[config.mk]
export PLATFORM = sky130hd
export DESIGN_NAME = iter_divider
export DESIGN_NICKNAME = d
export VERILOG_FILES = /design/src/rtl/iter_divider.sv
export SDC_FILE = /design/constraint.sdc
export NUM_CORES = 1
export LEC_CHECK = 0
export BUFFER_PORTS_ARGS = -buffer_cell sky130_fd_sc_hd__buf_2
export CAP_MARGIN = 25
export CORE_ASPECT_RATIO = 0.6
export CORE_MARGIN = 5
export CORE_UTILIZATION = 51
export CTS_BUF_LIST = sky130_fd_sc_hd__clkbuf_8
export CTS_CLUSTER_DIAMETER = 80
export DETAILED_ROUTE_END_ITERATION = 8
export PLACE_DENSITY = 0.81
export SETUP_SLACK_MARGIN = 0.4
export SLEW_MARGIN = 30
export SYNTH_ARGS = -nofsm -noshare
export SYNTH_HDL_FRONTEND = slang
export SYNTH_SLANG_ARGS = --single-unit
[constraint.sdc]
create_clock -name clk -period 3.6 [get_ports clk]
set_input_delay 0.36 -clock clk [delete_from_list [all_inputs] [get_ports clk]]
set_output_delay 0.36 -clock clk [all_outputs]
set_load 0.02 [all_outputs]
[src/rtl/iter_divider.sv]
// Iterative radix-2 restoring divider producing quotient and remainder for
// signed or unsigned operands, with divide-by-zero and small-dividend fast paths.
module iter_divider #(
  parameter int WIDTH     = 32,
  parameter bit EARLY_OUT = 1'b1
) (
  input  logic             clk,
  input  logic             rst_n,
  input  logic             start,
  input  logic [1:0]       op,
  input  logic [WIDTH-1:0] dividend,
  input  logic [WIDTH-1:0] divisor,
  input  logic             flush,
  output logic             is_running,
  output logic             done,
  output logic [WIDTH-1:0] quotient_out,
  output logic [WIDTH-1:0] remainder_out,
  output logic [1:0]       state_dbg
);

  localparam int CW = $clog2(WIDTH) + 1;

  typedef enum logic [1:0] {IDLE, CALC, FIX, DONE} state_t;

  // Handshake: start is a request strobe honoured only when the block is in
  // IDLE or DONE and flush is low; done is a one-cycle valid for the results.
  state_t           state;
  logic [CW-1:0]    cnt;
  logic [WIDTH-1:0] quo;
  logic [WIDTH-1:0] rem;
  logic [WIDTH-1:0] dvs_mag;
  logic [WIDTH-1:0] dvd_raw;
  logic             neg_q;
  logic             neg_r;
  logic             div_zero;
  logic             early;

  logic             is_signed;
  logic [WIDTH-1:0] dvd_abs;
  logic [WIDTH-1:0] dvs_abs;
  logic [WIDTH:0]   trial;
  logic [WIDTH:0]   diff;
  logic             accept;
  logic [WIDTH-1:0] q_fix;
  logic [WIDTH-1:0] r_fix;
  logic             unused_op;

  assign unused_op = op[0];

  always_comb begin
    is_signed = ~op[1];
    dvd_abs   = (is_signed && dividend[WIDTH-1]) ? -dividend : dividend;
    dvs_abs   = (is_signed && divisor[WIDTH-1])  ? -divisor  : divisor;
    accept    = start && !flush && (state == IDLE || state == DONE);
    // Shift the next dividend bit into the partial remainder and trial-subtract.
    trial     = {rem, quo[WIDTH-1]};
    diff      = trial - {1'b0, dvs_mag};
    q_fix     = neg_q ? -quo : quo;
    r_fix     = neg_r ? -rem : rem;
  end

  assign is_running = (state == CALC) || (state == FIX);
  assign state_dbg  = state;

  always_ff @(posedge clk or negedge rst_n) begin
    if (!rst_n) begin
      state         <= IDLE;
      cnt           <= '0;
      quo           <= '0;
      rem           <= '0;
      dvs_mag       <= '0;
      dvd_raw       <= '0;
      neg_q         <= 1'b0;
      neg_r         <= 1'b0;
      div_zero      <= 1'b0;
      early         <= 1'b0;
      done          <= 1'b0;
      quotient_out  <= '0;
      remainder_out <= '0;
    end else begin
      done <= 1'b0;
      if (flush) begin
        state <= IDLE;
      end else begin
        case (state)
          IDLE, DONE: begin
            if (accept) begin
              state    <= CALC;
              cnt      <= '0;
              quo      <= dvd_abs;
              rem      <= '0;
              dvs_mag  <= dvs_abs;
              dvd_raw  <= dividend;
              neg_q    <= is_signed && (dividend[WIDTH-1] ^ divisor[WIDTH-1]);
              neg_r    <= is_signed && dividend[WIDTH-1];
              div_zero <= (divisor == '0);
              early    <= EARLY_OUT && (dvd_abs < dvs_abs);
            end else begin
              state <= IDLE;
            end
          end
          CALC: begin
            if (div_zero || early) begin
              // Both fast paths hand back the original dividend as remainder.
              state         <= DONE;
              done          <= 1'b1;
              quotient_out  <= div_zero ? '1 : '0;
              remainder_out <= dvd_raw;
            end else begin
              if (!diff[WIDTH]) begin
                rem <= diff[WIDTH-1:0];
                quo <= {quo[WIDTH-2:0], 1'b1};
              end else begin
                rem <= trial[WIDTH-1:0];
                quo <= {quo[WIDTH-2:0], 1'b0};
              end
              cnt <= cnt + 1'b1;
              if (cnt == CW'(WIDTH - 1)) state <= FIX;
            end
          end
          FIX: begin
            state         <= DONE;
            done          <= 1'b1;
            quotient_out  <= q_fix;
            remainder_out <= r_fix;
          end
          default: state <= IDLE;
        endcase
      end
    end
  end

endmodule

==> results.yml, run 1 <==
clock_tree:
  cts_tree: "done"
  clk_pin_slew_ns: 0.06
  cts_max_level: 2
  numCtsBuffers: 34
  clk_latency_ns: 0.54
  root_buffer: "clkbuf_8"
  cts.sinks: 205
  clock_path_buffers: 3
setup_path:
  crit_path_start_kind: "register"
  critPathTopFamily: "simple AND/OR/NAND/NOR gates"
  cp_data_required_time_ns: 4.01
  crit_buf_inv: 0
  path_class: "reg -> reg"
  critPathSlowestCell: "or4_4"
  slowest_delay_ns: 0.56
  cp_common_cell: "or4_4"
  worstPathMaxFanout: 3
  worstSetupEndpointType: "register"
  path_cells: "or4_4, or4_4, or4_4, or4_4, or4_4, o41ai_4, xnor2_2, mux2i_1, o21ai_1"
  arrival_ns: 4.05
cells_and_area:
  syn_to_final_growth_pct: 22.6
  utilization_pct: 63.2
  multi_input_area_mm2: 0.00834
  drive_above_1_share_pct: 23.2
  nets: 1909
  seq_area_mm2: 0.00513
  fillers: 2193
floorplan:
  core_mm2: 0.0263
  io_pins: 138
  die_h_um: 136
  die_w_um: 220
  dieArea_mm2: 0.0300
  rows: 46
  start_util_pct: 51.5
global_routing:
  antenna_found_initial: 10
  grt_pass1_vias: 12400
  grt_max_degree: 111
  grt_overflow: 0
  grt_util_all_layers_pct: 27.2
  grt_pass1_wl_um: 65200
run:
  maxCapViolations: 0
logic_synthesis:
  synth_common_cells: "nand2_1 (207), dfrtp_1 (205), o21ai_0 (199)"
  synthDistinctLibCells: 64
  syn_inst: 1552
  synthArstFlopShare_pct: 100
  synth_top_area_share_pct: 37.8
  synth-edff-count: 0
  synth_flop_cell: "dfrtp_1"
  yosys_register_bits: 205
  synth.most_common_cell: "nand2_1"
  synth_warnings: 0
  synth.avg_cell_area_um2: 8.74
  ys_seq_area_share_pct: 37.8
  synth_area_leaders: "dfrtp_1 (38%), o21ai_0 (7.3%), ha_1 (6.5%), nand2_1 (5.7%), xor2_1 (5.0%)"
  synth_top_cell_by_area: "dfrtp_1"
  synth_area_mm2: 0.0136
  syn-num-nets: 1693
route:
  drtAntennaViolNets: 0
  wl_per_cell_um: 19.3
  drcViolationCount: 0
  dr.pass1.iters: 6
  wirelength_um: 41600
  drt-initial-drc-count: 1212
  vias: 12800
  viasPerCell: 5.95
power_and_ir_drop:
  power_density_mw_per_mm2: 718
  power_w: 0.0119
  leakage_nw: 7.68
  ir_drop_v: 0.000569
timing:
  fmax_ghz: 0.274
  setup_ws_ns: -0.0432
  finalHoldViolations: 0
  final-setup-viol-count: 1
  rsz0062_at_grt: "yes"
  hold_ws_ns: 0.0599
  slew_violations: 0
  fin_skew_ns: 0.0204
  tightestPinTransition_ns: 0.758
  maxSlewHeadroom_pct: 49.4
  min_period_ns: 3.64
  period_share_pct: 101
placement:
  dp.final_hpwl_um: 30600
  io_buffer_count: 136
  place_congestion: 0.927
  preCtsSetupSlack_ns: -0.370
hold_path:
  hp-class: "in -> reg"
run_status:
  status: "complete, but fails checks"
  violations: "setup timing"
worst register-to-register path, delay by kind of cell, from the launching register on:
family,cells,cell delay [ns]
and+or+nand+nor,5,2.46
DFF,1,0.38
AOI/OAI and AO/OA,2,0.35
muxes,1,0.19
xor gates and xnor gates,1,0.14
cell type report:
cell class	instances	area share (%)
inverters	60	1.36
repair buffers	258	10.6
clock inverters	13	0.504
well taps	360	2.71
diodes	5	0.0753
flip-flops and latches	205	30.9
multi-input cells	1209	50.2
clock buffers	44	3.64
kinds of logic after synthesis:
kind of cell | share of synthesized area (%)
AO/OA/AOI/OAI | 20.8
XOR/XNOR | 9.37
adder cells (fa/ha/maj) | 6.61
buffers and inverters | 3.83
flip-flops | 37.8
multiplexers | 6.14
AND/OR/NAND/NOR | 15.4
routing by layer:
metal  share of wire (%)  routed length [um]  global-route usage [%]
met5                0.21                  89                       0
met4                 2.9                1200                    8.07
met2                  43               17900                    40.3
met1                  45               18600                    39.0
met3                 9.2                3830                    7.61
registers in the layout (all words and copies together), names as in the netlist, 2 cells and up:
signal and flops:
cnt 6, rem 32, state_dbg 2, remainder_out 32, dvs_mag 32, quo 32
quotient_out 32, dvd_raw 32
report_power, final:
part	internal, W	switching (W)	total [W]
Sequential	0.00316	0.000719	0.00388
Combinational	0.00234	0.00355	0.00589
Clock	0.00116	0.00100	0.00216
Total	0.00667	0.00527	0.0119
cell usage in the layout, fill, tap and decap left out, types with 63 or more instances in the layout:
cell / n
xnor2_1: 67
a21oi_1: 92
nor2_1: 75
buf_2: 133
buf_4: 105
o21ai_0: 172
inv_1: 63
nand2_1: 204
xor2_1: 77
dfrtp_1: 201
final timing paths:
check	from	endpoint	slack [ns]	depth (start not counted)
min in group asynchronous	rst_n	dvd_raw[19]$_DFFE_PN0P_	0.41	2
max in group asynchronous	rst_n	neg_r$_DFFE_PN0P_	1.99	3
hold reg to reg	quotient_out[12]$_DFFE_PN0P_	quotient_out[12]$_DFFE_PN0P_	0.47	1
setup reg to reg	rem[8]$_DFFE_PN0P_	remainder_out[29]$_DFFE_PN0P_	-0.04	9
setup / recovery	rem[8]$_DFFE_PN0P_	remainder_out[29]$_DFFE_PN0P_	-0.04	9
hold / removal	flush	done$_DFF_PN0_	0.06	2
metrics by stage:
step	setup TNS (ns)	instances	cell area, um2
2_1_floorplan	0	1552	13600
4_1_cts	-0.0343	2137	16300
6_report	-0.0432	2154	16600
3_5_place_dp	-0.370	2065	15300
3_3_place_gp	-0.275	2065	15300
5_1_grt	-0.197	2152	16600
what timing repair did:
item                                    in CTS  in global routing
buffers inserted                            12                 12
hold buffers                                 1                  0
cloned                                       2                  0
endpoints found under the setup margin      40                 47
hold endpoints to repair                    85                  0
pin swaps                                   16                 17
gates resized for setup                     52                 54
(Power assumes the default switching activity.)
==> run 2: changes to the inputs <==
CORE_UTILIZATION = 40   (was 51)
PLACE_DENSITY = 0.68   (was 0.81)
REMOVE_ABC_BUFFERS = 1   (was default)
==> run 2 against run 1 <==
  * The run still ends with setup timing left
  * Worst hold slack gained 0.073 ns
  * Critical path type unchanged
  * Non-clock buffer count rose by 14
  * Largest cell class unchanged
  * Combinational power fell by 2%
  * Clock skew is 0.0049 ns higher
  * Count of clock-buffer cells in the layout is 1 higher
==> results.yml, run 2 (synthesis results as in run 1) <==
run_status:
  status: "complete, but fails checks"
  violations: "setup timing"
global_routing:
  grt_max_degree: 100
  grt_pass1_wl_um: 65700
  grt_util_all_layers_pct: 21.7
  antenna_found_initial: 10
  grt_overflow: 0
  grt_pass1_vias: 11900
route:
  vias: 12600
  drtAntennaViolNets: 0
  dr.pass1.iters: 5
  wirelength_um: 42300
  viasPerCell: 5.53
  drcViolationCount: 0
  wl_per_cell_um: 18.6
  drt-initial-drc-count: 878
timing:
  tightestPinTransition_ns: 0.884
  min_period_ns: 3.60
  final-setup-viol-count: 1
  finalHoldViolations: 0
  slew_violations: 0
  setup_ws_ns: -0.000486
  period_share_pct: 100
  fmax_ghz: 0.278
  maxSlewHeadroom_pct: 41.1
  rsz0062_at_grt: "yes"
  finalSetupTns_ns: -0.000486
  fin_skew_ns: 0.0253
setup_path:
  cp_data_required_time_ns: 4.07
  worstPathMaxFanout: 3
  worstSetupEndpoint: "remainder_out[31]$_DFFE_PN0P_"
  arrival_ns: 4.07
  reg2reg_slack_ns: -0.0005
  path_class: "reg -> reg"
  setup.worst_path.start: "rem[8]$_DFFE_PN0P_"
  worstSetupEndpointType: "register"
  reg2reg_to: "remainder_out[31]$_DFFE_PN0P_"
  reg2reg_depth: 9
  crit_path_start_kind: "register"
  r2r-start: "rem[8]$_DFFE_PN0P_"
power_and_ir_drop:
  pwr-share-comb_pct: 48.6
  seqPwrFrac_pct: 32.0
  p_sw_w: 0.00518
  netSwitchingFraction_pct: 43.5
  clkPwrFrac_pct: 19.4
  power.internal_w: 0.00675
  leakage_nw: 7.78
  power_w: 0.0119
  power_density_mw_per_mm2: 711
  ir_drop_v: 0.000387
placement:
  dp.final_hpwl_um: 32100
  place_congestion: 0.957
  io_buffer_count: 136
cells_and_area:
  fillers: 3217
  nets: 1924
  mostFrequentLayoutCells: "nand2_1 (204), dfrtp_1 (203), o21ai_0 (186), buf_2 (135), buf_4 (121)"
  syn_to_final_growth_pct: 23.9
  final_common_cell: "nand2_1"
  drive_above_1_share_pct: 23.2
clock_tree:
  numCtsBuffers: 35
  cts_tree: "done"
  clock_path_buffers: 3
  clk_latency_ns: 0.56
  cts.sinks: 205
  clk_pin_slew_ns: 0.06
  cts_max_level: 2
  root_buffer: "clkbuf_8"
floorplan:
  start_util_pct: 40.4
  core_mm2: 0.0336
  io_pins: 138
  die_h_um: 153
  die_w_um: 248
  dieArea_mm2: 0.0378
  rows: 52
run:
  maxCapViolations: 0
hold_path:
  hp-class: "in -> reg"
  hp-start: "dividend[21]"
run 2: changes by cell type in the layout (fill, tap and decap cells not counted), moves of 4 or more:
| cell | delta |
|---|---|
| o21ai_1 | -13 |
| buf_4 | +16 |
| ha_4 | -4 |
| buf_6 | -5 |
| o21ai_0 | +14 |
| inv_1 | +5 |
run 2: critical path: stages, from the launching register on:
cell and delay (ns):
dfrtp_1 0.38, or4_4 0.56, or4_4 0.44, or4_4 0.52
or4_4 0.46, or4_4 0.48, o31ai_4 0.24, xnor2_1 0.17
mux2i_1 0.12, o21ai_1 0.15
run 2: worst min path at each step:
stage	cells past startpoint	to	slack, ns
after floorplan	0	cnt[0]$_DFFE_PN0P_	0.06
after global placement	1	quotient_out[1]$_DFFE_PN0P_	0.46
after detailed placement	1	quotient_out[16]$_DFFE_PN0P_	0.46
after CTS	2	dvd_raw[30]$_DFFE_PN0P_	0.1
after global routing	2	dvd_raw[21]$_DFFE_PN0P_	0.12
final	2	dvd_raw[21]$_DFFE_PN0P_	0.13
run 2: metrics by stage:
| step | instance area [um2] | util, % | hold slack, ns | worst slack (ns) | cells |
|---|---|---|---|---|---|
| 6_report | 16800 | 50.0 | 0.133 | -0.000486 | 2271 |
| 5_1_grt | 16800 | 50.0 | 0.121 | -0.129 | 2271 |
| 4_1_cts | 16500 | 49.2 | 0.0959 | 0.0445 | 2261 |
| 3_5_place_dp | 15600 | 46.4 | 0.460 | -0.382 | 2191 |
| 3_3_place_gp | 15600 | 46.4 | 0.457 | -0.343 | 2191 |
| 2_1_floorplan | 13300 | - | 0.0644 | -2.73 | 1474 |
run 2: power groups by stage:
stage	registers, W	clock network (W)	logic, W
global route	0.00395	0.00248	0.00642
finish	0.00382	0.00231	0.00580
floorplan	0.00406	0	0.00345
CTS	0.00381	0.00237	0.00567
detailed placement	0.00384	0	0.00556
global placement	0.00380	0	0.00546
run 2: repair_timing:
action                                 in CTS  in global routing
hold buffers                                2                  0
buffers inserted                            5                  6
pin swaps                                  14                 22
setup endpoints to repair                  41                 47
cloned                                      1                  0
resized for setup                          31                 46
endpoints found under the hold margin      96                  0
run 2: cell type report:
type,count,area (um2),share of cell area [%]
tap,459,574,3.42
timing repair buffer,272,1840,11.0
sequential,205,5130,30.6
inverter,60,228,1.36
clock inverter,17,128,0.760
clock buffer,45,619,3.69
multi-input combinational,1209,8260,49.2
antenna,4,10.0,0.0596
run 2: metal layers:
metal	part of all wire [%]	global-route usage (%)	vias to the layer above
met1	48	33.1	5989
met4	2.0	6.12	12
met5	0.20	0	-
met3	8.7	5.68	69
li1	-	-	6035
met2	41	29.9	449
==> run 3: changes to the inputs <==
HOLD_SLACK_MARGIN = 0.15   (was default)
==> run 3 against run 2 <==
  * The flow now finishes without violations
  * Maximum frequency is 0.16% higher
  * Power is 0.17% higher
  * Clock power is essentially flat
  * Sequential share of layout area is 0.24 points lower
==> results.yml, run 3 (synthesis results as in run 1) <==
clock_tree:
  cts_max_level: 2
  clock_path_buffers: 3
  numCtsBuffers: 35
  clk_pin_slew_ns: 0.06
  cts_tree: "done"
  cts.sinks: 205
  clk_latency_ns: 0.57
  root_buffer: "clkbuf_8"
placement:
  place_congestion: 0.957
  preCtsSetupSlack_ns: -0.382
  dpl-instance-area_mm2: 0.0156
  io_buffer_count: 136
  dp.final_hpwl_um: 32100
power_and_ir_drop:
  power_density_mw_per_mm2: 706
  leakage_nw: 7.83
  ir_drop_v: 0.000385
cells_and_area:
  utilization_pct: 50.4
  nets: 1937
  final_area_mm2: 0.0169
  mostFrequentLayoutCells: "nand2_1 (204), dfrtp_1 (203), o21ai_0 (186), buf_2 (135), buf_4 (121)"
  drive_above_1_share_pct: 23.1
  final_common_cell: "nand2_1"
  syn_to_final_growth_pct: 24.9
global_routing:
  grt_max_degree: 100
  grt_pass1_vias: 12000
  grt_util_all_layers_pct: 21.8
  antenna_found_initial: 10
  grt_pass1_wl_um: 66100
  grt_overflow: 0
floorplan:
  dieArea_mm2: 0.0378
  io_pins: 138
  die_h_um: 153
  die_w_um: 248
  rows: 52
  core_mm2: 0.0336
  start_util_pct: 40.4
route:
  wl_per_cell_um: 18.7
  wirelength_um: 42600
  drtAntennaViolNets: 0
  viasPerCell: 5.52
  dr.pass1.iters: 5
  vias: 12600
  drt-initial-drc-count: 894
  drcViolationCount: 0
timing:
  final-setup-viol-count: 0
  period_share_pct: 99.9
  setup_ws_ns: 0.00511
  maxSlewHeadroom_pct: 40.8
  finalHoldViolations: 0
  tightestPinTransition_ns: 0.888
  fin_skew_ns: 0.0278
  fmax_ghz: 0.278
  rsz0062_at_grt: "yes"
  slew_violations: 0
  min_period_ns: 3.59
run:
  maxCapViolations: 0
setup_path:
  crit_path_start_kind: "register"
  reg2reg_depth: 9
  arrival_ns: 4.06
  cp_data_required_time_ns: 4.07
  setup.worst_path.start: "rem[8]$_DFFE_PN0P_"
  path_class: "reg -> reg"
  r2r-start: "rem[8]$_DFFE_PN0P_"
  worstSetupEndpointType: "register"
  worstPathMaxFanout: 3
  reg2reg_to: "remainder_out[31]$_DFFE_PN0P_"
  reg2reg_slack_ns: 0.005
run_status:
  status: "finished clean"
hold_path:
  min_path_cells: 2
  hp-start: "dividend[18]"
  hold_end: "dvd_raw[18]$_DFFE_PN0P_"
  hp-class: "in -> reg"
[run 3: how the worst max path moves through the flow]
stage / to / slack [ns] / cells after the start
after CTS: remainder_out[29]$_DFFE_PN0P_ / 0.04 / 9
after global placement: early$_DFFE_PN0P_ / -0.34 / 21
final: remainder_out[31]$_DFFE_PN0P_ / 0.005 / 9
after global routing: remainder_out[29]$_DFFE_PN0P_ / -0.13 / 9
after detailed placement: early$_DFFE_PN0P_ / -0.38 / 20
after floorplan: rem[15]$_DFFE_PN0P_ / -2.73 / 9
[run 3: report_power, final]
group | leakage, nW | internal, W | switching, W | total, W
Combinational | 4.81 | 0.00233 | 0.00348 | 0.00581
Clock | 0.423 | 0.00127 | 0.00105 | 0.00232
Sequential | 2.60 | 0.00316 | 0.000665 | 0.00383
[run 3: metal layers]
metal  vias up  wire length [um]  track usage [%]
met5         -                85                0
met4        12               918             6.12
met3        78              3980             5.73
met2       442             17400             30.2
met1      6029             20200             33.2
li1       6055                 -                -
[run 3: cell type report]
| type | instances | area, um2 |
|---|---|---|
| Multi-Input combinational cell | 1209 | 8260 |
| Sequential cell | 205 | 5130 |
| Antenna cell | 5 | 12.5 |
| Tap cell | 459 | 574 |
| Clock inverter | 17 | 128 |
| Clock buffer | 45 | 619 |
| Inverter | 60 | 228 |
| Timing Repair Buffer | 285 | 1970 |
| Fill cell | 3205 | 16600 |
[run 3: stage by stage]
step                cells  power (W)  TNS, ns  hold slack (ns)
floorplan            1474    0.00751  -145.81           0.0644
global placement     2191    0.00927   -0.343            0.457
detailed placement   2191    0.00940   -0.382            0.460
CTS                  2273     0.0119        0            0.151
global route         2284     0.0129   -0.303            0.175
finish               2285     0.0120        0            0.181
[run 3: what timing repair did]
| item | 4_1_cts | 5_1_grt |
|---|---|---|
| gates cloned | 1 | 0 |
| setup endpoints to repair | 41 | 47 |
| hold endpoints to repair | 109 | 1 |
| resized for setup | 31 | 47 |
| setup buffers | 5 | 6 |
| hold buffers | 14 | 1 |
| pin swaps | 14 | 22 |
[run 3: worst max-delay path: stages, from the launching register on]
cell	delay (ns)
dfrtp_1	0.38
or4_4	0.56
or4_4	0.44
or4_4	0.52
or4_4	0.46
or4_4	0.48
o31ai_4	0.24
xnor2_1	0.17
mux2i_1	0.12
o21ai_1	0.14
